===== src/rtl/alu_pkg.sv =====
// Shared opcode values, FSM state type and op classification for the multi-cycle ALU.
package alu_pkg;

    localparam logic [3:0] OP_AND   = 4'd0;
    localparam logic [3:0] OP_OR    = 4'd1;
    localparam logic [3:0] OP_ADD   = 4'd2;
    localparam logic [3:0] OP_XOR   = 4'd3;
    localparam logic [3:0] OP_SLL   = 4'd4;
    localparam logic [3:0] OP_SRL   = 4'd5;
    localparam logic [3:0] OP_SUB   = 4'd6;
    localparam logic [3:0] OP_SLT   = 4'd7;
    localparam logic [3:0] OP_ROTL  = 4'd8;
    localparam logic [3:0] OP_ROTR  = 4'd9;
    localparam logic [3:0] OP_SRA   = 4'd10;
    localparam logic [3:0] OP_SLTU  = 4'd11;
    localparam logic [3:0] OP_NOR   = 4'd12;
    localparam logic [3:0] OP_MULTU = 4'd13;
    localparam logic [3:0] OP_DIVU  = 4'd14;
    localparam logic [3:0] OP_MULT  = 4'd15;

    typedef enum logic [1:0] {
        ST_IDLE,
        ST_ONE,
        ST_ITER,
        ST_DONE
    } state_t;

    function automatic logic is_multicycle(input logic [3:0] op);
        return (op == OP_MULTU) || (op == OP_DIVU) || (op == OP_MULT);
    endfunction

endpackage


===== src/rtl/alu_seq_muldiv.sv =====
// Iterative radix-2 engine: shift-add multiplier and restoring divider on one shared adder.
module alu_seq_muldiv #(
    parameter int WIDTH = 32
) (
    input  logic             Clk,
    input  logic             Reset,
    input  logic             go,
    input  logic             mode,
    input  logic [WIDTH-1:0] a,
    input  logic [WIDTH-1:0] b,
    output logic [WIDTH-1:0] hi,
    output logic [WIDTH-1:0] lo,
    output logic             fin
);

    localparam int CW = $clog2(WIDTH);

    logic [WIDTH-1:0] b_q;
    logic             mode_q;
    logic [CW-1:0]    cnt;
    logic             running;

    logic [WIDTH-1:0] cur_hi, cur_lo, cur_b;
    logic             cur_mode;
    logic [WIDTH:0]   x, y;
    logic             cin;
    logic [WIDTH+1:0] sum;
    logic [WIDTH-1:0] nxt_hi, nxt_lo;

    // The go edge already performs the first step on the raw operands,
    // so the last step lands one edge earlier and the caller can register at fin.
    always_comb begin
        cur_hi   = go ? '0   : hi;
        cur_lo   = go ? a    : lo;
        cur_b    = go ? b    : b_q;
        cur_mode = go ? mode : mode_q;
        if (cur_mode) begin
            x   = {cur_hi, cur_lo[WIDTH-1]};
            y   = ~{1'b0, cur_b};
            cin = 1'b1;
        end else begin
            x   = {1'b0, cur_hi};
            y   = cur_lo[0] ? {1'b0, cur_b} : '0;
            cin = 1'b0;
        end
        sum = {1'b0, x} + {1'b0, y} + {{(WIDTH+1){1'b0}}, cin};
        if (cur_mode) begin
            // carry out of x + ~b + 1 means no borrow: partial remainder >= divisor
            nxt_hi = sum[WIDTH+1] ? sum[WIDTH-1:0] : x[WIDTH-1:0];
            nxt_lo = {cur_lo[WIDTH-2:0], sum[WIDTH+1]};
        end else begin
            {nxt_hi, nxt_lo} = {sum[WIDTH:0], cur_lo[WIDTH-1:1]};
        end
    end

    always_ff @(posedge Clk or posedge Reset) begin
        if (Reset) begin
            hi      <= '0;
            lo      <= '0;
            b_q     <= '0;
            mode_q  <= 1'b0;
            cnt     <= '0;
            running <= 1'b0;
            fin     <= 1'b0;
        end else if (go) begin
            hi      <= nxt_hi;
            lo      <= nxt_lo;
            b_q     <= b;
            mode_q  <= mode;
            cnt     <= CW'(WIDTH - 1);
            running <= 1'b1;
            fin     <= 1'b0;
        end else if (running) begin
            hi  <= nxt_hi;
            lo  <= nxt_lo;
            cnt <= cnt - 1'b1;
            if (cnt == CW'(1)) begin
                running <= 1'b0;
                fin     <= 1'b1;
            end
        end else begin
            fin <= 1'b0;
        end
    end

endmodule


===== src/rtl/alu_multicycle.sv =====
// WIDTH-bit EX-stage ALU: single-cycle logic/shift/compare ops plus iterative mul/div,
// with registered results and a Start/Busy/Done handshake.
module alu_multicycle
    import alu_pkg::*;
#(
    parameter int WIDTH = 32,
    parameter int SHW   = $clog2(WIDTH)
) (
    input  logic             Clk,
    input  logic             Reset,
    input  logic             Start,
    input  logic [3:0]       ALUControl,
    input  logic [WIDTH-1:0] A,
    input  logic [WIDTH-1:0] B,
    output logic             Busy,
    output logic             Done,
    output logic [WIDTH-1:0] ALUResult,
    output logic [WIDTH-1:0] HiResult,
    output logic             Zero
);

    state_t state;
    logic   neg;

    logic [SHW-1:0]     shamt;
    logic [SHW:0]       inv;
    logic [WIDTH-1:0]   one_res;
    logic               accept, multi, go;
    logic [WIDTH-1:0]   a_mag, b_mag;
    logic [WIDTH-1:0]   eng_hi, eng_lo;
    logic               fin;
    logic [2*WIDTH-1:0] prod, prod_fix;

    always_comb begin
        shamt = B[SHW-1:0];
        inv   = (SHW+1)'(WIDTH) - {1'b0, shamt};
        case (ALUControl)
            OP_AND:  one_res = A & B;
            OP_OR:   one_res = A | B;
            OP_ADD:  one_res = A + B;
            OP_XOR:  one_res = A ^ B;
            OP_SLL:  one_res = A << shamt;
            OP_SRL:  one_res = A >> shamt;
            OP_SUB:  one_res = A - B;
            OP_SLT:  one_res = {{(WIDTH-1){1'b0}}, $signed(A) < $signed(B)};
            // shift by inv == WIDTH yields zero, so rotate by 0 returns A
            OP_ROTL: one_res = (A << shamt) | (A >> inv);
            OP_ROTR: one_res = (A >> shamt) | (A << inv);
            OP_SRA:  one_res = $unsigned($signed(A) >>> shamt);
            OP_SLTU: one_res = {{(WIDTH-1){1'b0}}, A < B};
            OP_NOR:  one_res = ~(A | B);
            default: one_res = '0;
        endcase
    end

    always_comb begin
        accept = Start && (state == ST_IDLE || state == ST_DONE);
        multi  = is_multicycle(ALUControl);
        go     = accept && multi;
        a_mag  = (ALUControl == OP_MULT && A[WIDTH-1]) ? -A : A;
        b_mag  = (ALUControl == OP_MULT && B[WIDTH-1]) ? -B : B;
        prod     = {eng_hi, eng_lo};
        prod_fix = neg ? -prod : prod;
    end

    alu_seq_muldiv #(.WIDTH(WIDTH)) u_muldiv (
        .Clk   (Clk),
        .Reset (Reset),
        .go    (go),
        .mode  (ALUControl == OP_DIVU),
        .a     (a_mag),
        .b     (b_mag),
        .hi    (eng_hi),
        .lo    (eng_lo),
        .fin   (fin)
    );

    // Single-cycle ops register their result on the accept edge itself, so
    // ONE never persists as a visible state; they go straight to DONE.
    always_ff @(posedge Clk or posedge Reset) begin
        if (Reset) begin
            state     <= ST_IDLE;
            Busy      <= 1'b0;
            Done      <= 1'b0;
            ALUResult <= '0;
            HiResult  <= '0;
            Zero      <= 1'b1;
            neg       <= 1'b0;
        end else begin
            Done <= 1'b0;
            case (state)
                ST_IDLE, ST_DONE: begin
                    if (accept && multi) begin
                        state <= ST_ITER;
                        Busy  <= 1'b1;
                        neg   <= (ALUControl == OP_MULT) && (A[WIDTH-1] ^ B[WIDTH-1]);
                    end else if (accept) begin
                        state     <= ST_DONE;
                        Done      <= 1'b1;
                        ALUResult <= one_res;
                        HiResult  <= '0;
                        Zero      <= (one_res == '0);
                    end else begin
                        state <= ST_IDLE;
                    end
                end
                ST_ITER: begin
                    if (fin) begin
                        state     <= ST_DONE;
                        Busy      <= 1'b0;
                        Done      <= 1'b1;
                        ALUResult <= prod_fix[WIDTH-1:0];
                        HiResult  <= prod_fix[2*WIDTH-1:WIDTH];
                        Zero      <= (prod_fix[WIDTH-1:0] == '0);
                    end
                end
                default: state <= ST_IDLE;
            endcase
        end
    end

endmodule


===== config.mk =====
export PLATFORM = sky130hd
export DESIGN_NAME = alu_multicycle
export DESIGN_NICKNAME = d
export VERILOG_FILES = /design/src/rtl/alu_pkg.sv /design/src/rtl/alu_seq_muldiv.sv /design/src/rtl/alu_multicycle.sv
export SDC_FILE = /design/constraint.sdc
export NUM_CORES = 2
export LEC_CHECK = 0
export CELL_PAD_IN_SITES_DETAIL_PLACEMENT = 0
export CELL_PAD_IN_SITES_GLOBAL_PLACEMENT = 1
export CORE_MARGIN = 8
export CORE_UTILIZATION = 35
export CTS_CLUSTER_DIAMETER = 30
export DETAILED_ROUTE_END_ITERATION = 16
export PLACE_DENSITY_LB_ADDON = 0.1
export SYNTH_ARGS = -nofsm -noshare
export SYNTH_HDL_FRONTEND = slang
export SYNTH_SLANG_ARGS = --single-unit

===== constraint.sdc =====
create_clock -name Clk -period 5.5 [get_ports Clk]
set_input_delay 0.825 -clock Clk [delete_from_list [all_inputs] [get_ports Clk]]
set_output_delay 0.825 -clock Clk [all_outputs]
set_load 0.1 [all_outputs]

==> results.yml <==
global_routing:
  grt_usage: 0.395
  grt_overflow_total: 0
  first_global_vias: 33094
  grt_max_degree: 111
  grt_first_pass_wirelength_um: 245000
  antenna_found_initial: 10
detailed_routing:
  routed_via_density: 6.49
  first_pass_iters: 6
  vias: 34808
  drt-total-wl_um: 176000
  ant_nets: 0
  drt_iter0_drc: 5174
  post-route-drc-count: 0
  wire_per_inst_um: 32.8
pwr:
  leakage_nw: 16.1
  powerDensity_mw_per_mm2: 398
  peakVddDrop_v: 0.000443
placed_design:
  hpwlAfterDp_um: 146000
  dpl_cell_area_mm2: 0.0353
  place_ws_ns: -0.642
  place.gp.congestion: 1.12
  port-buffer-count: 137
  dp_cells: 5317
die:
  die_area_mm2: 0.0842
  die_y_um: 290
  placementRows: 100
  core_area_mm2: 0.0744
  initial_utilization: 0.353
  die_w_um: 290
  pin_count: 138
finish:
  area_growth_pct: 37.4
  drive_gt1_frac: 0.278
  stdcell_count: 5360
  fin_nets: 4597
  fin_area_mm2: 0.0361
outcome:
  status: "complete, but fails checks"
  violations: "negative setup slack"
synth:
  synth.distinct_cells: 97
  netlist_area_mm2: 0.0263
  netlist_instances: 3568
  ys_ff_latch: 174
  synthXorXnorAreaFrac: 0.0556
  synth_area_per_cell_um2: 7.37
  synth_edf_count: 0
  ys_seq_area_frac: 0.166
  synth_compound_area_frac: 0.285
  synth_top_family_by_area: "compound AO/OA/AOI/OAI gates"
  synth.area.mux_share: 0.148
  synthesis.nets: 3790
  ys_async_sr_fraction: 1.00
  synth_simple_gate_area_frac: 0.211
  dominantRegCellSynth: "dfrtp_1"
  synth_fa_ha_area_frac: 0.0730
  yosys_warnings: 0
worst_setup_path:
  cp_max_fo: 3
  worstPathCellList: "clkdlybuf4s50_1 > buf_4 > ha_1 > inv_1 > fa_1 > or4b_2 > a31oi_1 > a2111o_1 > a31oi_1 > o2111ai_1 > or4_1 > nor4_1 > nand3_1 > nor4_1 > nand4b_1 > nor4_2 > a31o_2"
  slowest_delay_ns: 0.62
  cp_data_required_time_ns: 5.89
  crit_arrival_ns: 5.93
  setup.worst_path.end_class: "flop"
  crit_path_top_delay_cell: "or4_1"
  critPathLaunchType: "input pin"
  crit_type: "input pin to flop"
clock_network:
  clk_pin_slew_ns: 0.07
  clk_path_buf_depth: 2
  hold_buffers: 0
  cts.htree.levels: 4
  root_buffer: "clkbuf_16"
  cts_buffers: 17
  clock_latency_ns: 0.45
  cts.sinks: 174
  cts_tree: "yes"
sta:
  fmax_mhz: 181
  hold_slack_ns: 0.483
  setup_violations: 1
  tightest_slew_ns: 1.14
  period_minus_slack_ns: 5.53
  final_hold_viol_count: 0
  skew_ns: 0.0168
  max_slew_margin: 0.238
  layout_setup_ws_ns: -0.0323
  fin_crit_sh: 1.01
  rsz0062_at_grt: "true"
  final_max_slew_viol_count: 0
run:
  drv_cap: 0
min_path:
  hp-class: "flop to flop"
## power breakdown
part,leakage (nW),total [mW],internal [mW],switching [mW]
Clock,0.291,1.29,0.689,0.603
Combinational,13.7,10.6,4.15,6.45
Sequential,2.17,2.49,1.88,0.613
Total,16.1,14.4,6.72,7.67
## path summary, 6_finish.rpt
path,depth (start not counted),slack [ns],start,to
min,2,0.48,ALUResult[7],ALUResult[7]
max,17,-0.03,A[0],Zero
max reg2reg,22,0.31,state[0],u_muldiv.hi[23]
max in group asynchronous,3,3.70,Reset,u_muldiv.b_q[29]
min in group asynchronous,2,0.80,Reset,ALUResult[24]
min reg2reg,2,0.48,ALUResult[7],ALUResult[7]
## cell type report
class | instances | area, um2
inverters | 111 | 438
multi-input cells | 2988 | 20700
clock buffers | 18 | 429
repair buffers | 1083 | 8830
diodes | 3 | 7.51
clock inverters | 14 | 179
flip-flops and latches | 174 | 4360
fillers | 7329 | 38300
well taps | 969 | 1210
## what timing repair did
action	4_1_cts	5_1_grt
cloned	0	2
setup endpoints to repair	28	34
pin swaps	2	20
resized for setup	16	48
buffers inserted	1	5
hold endpoints to repair	0	0
## sequential cells by signal, indices dropped and copies added, names as in the netlist
signal            cells
neg                   1
u_muldiv.running      1
Busy                  1
u_muldiv.hi          32
state                 2
HiResult             32
u_muldiv.fin          1
ALUResult            32
Done                  1
u_muldiv.mode_q       1
Zero                  1
u_muldiv.cnt          5
u_muldiv.lo          32
u_muldiv.b_q         32
## metal layers
layer,share of wire,vias up,global-route usage
met4,0.052,10,0.164
met5,0.00039,-,0
met1,0.42,17130,0.545
li1,-,14777,-
met2,0.39,2463,0.548
met3,0.13,428,0.141
## logic make-up after synthesis
| kind of cell | after synthesis |
|---|---|
| AO/OA/AOI/OAI | 1143 |
| XOR/XNOR | 167 |
| adder cells (fa/ha/maj) | 151 |
| buffers and inverters | 406 |
| flip-flops | 174 |
| multiplexers | 318 |
| AND/OR/NAND/NOR | 1209 |
## Yosys cell counts, drive strengths merged, types with 70 or more instances
cell	n	area (um2)
xor2	70	613
xnor2	97	850
a21oi	251	1260
nand2	471	1770
mux2i	210	2100
nor2	358	1340
dfrtp	173	4330
clkbuf	224	851
ha	147	1840
inv	107	402
o21ai	303	1520
buf	70	327
nand3	71	355
nor3	79	422
## critical path: cells and delay by family
kind / cells / cell delay (ns)
buffers and inverters: 3 / 0.71
AO/OA/AOI/OAI: 5 / 1.20
adder cells (fa/ha/maj): 2 / 0.80
AND/OR/NAND/NOR: 7 / 2.37
## metrics by stage
stage                     power (mW)  setup TNS (ns)  utilization
after floorplan                 8.56           -4.34            -
after global placement          12.4          -15.83        0.474
after detailed placement        12.7          -17.67        0.474
after CTS                       14.0               0        0.482
after global routing            15.1          -0.449        0.485
final                           14.4         -0.0323        0.485
## cells in the final DEF (no fill, tap or decap), drive strengths merged, types with 29 or more instances in the layout
| cell | instances |
|---|---|
| o211ai | 57 |
| o31ai | 48 |
| a22o | 38 |
| nand2 | 471 |
| a21oi | 251 |
| ha | 147 |
| nor2 | 358 |
| a31oi | 34 |
| or3 | 29 |
| xor2 | 70 |
| inv | 110 |
| xnor2 | 97 |
| buf | 951 |
| mux2i | 210 |
| o22ai | 40 |
| o21ai | 303 |
| nand3 | 71 |
| nor3 | 79 |
| mux2 | 58 |
| clkdlybuf4s50 | 123 |
| mux4 | 50 |
| a211oi | 42 |
| a21o | 43 |
| a22oi | 38 |
| dfrtp | 173 |
No activity file was read; power rests on OpenSTA's default activity.
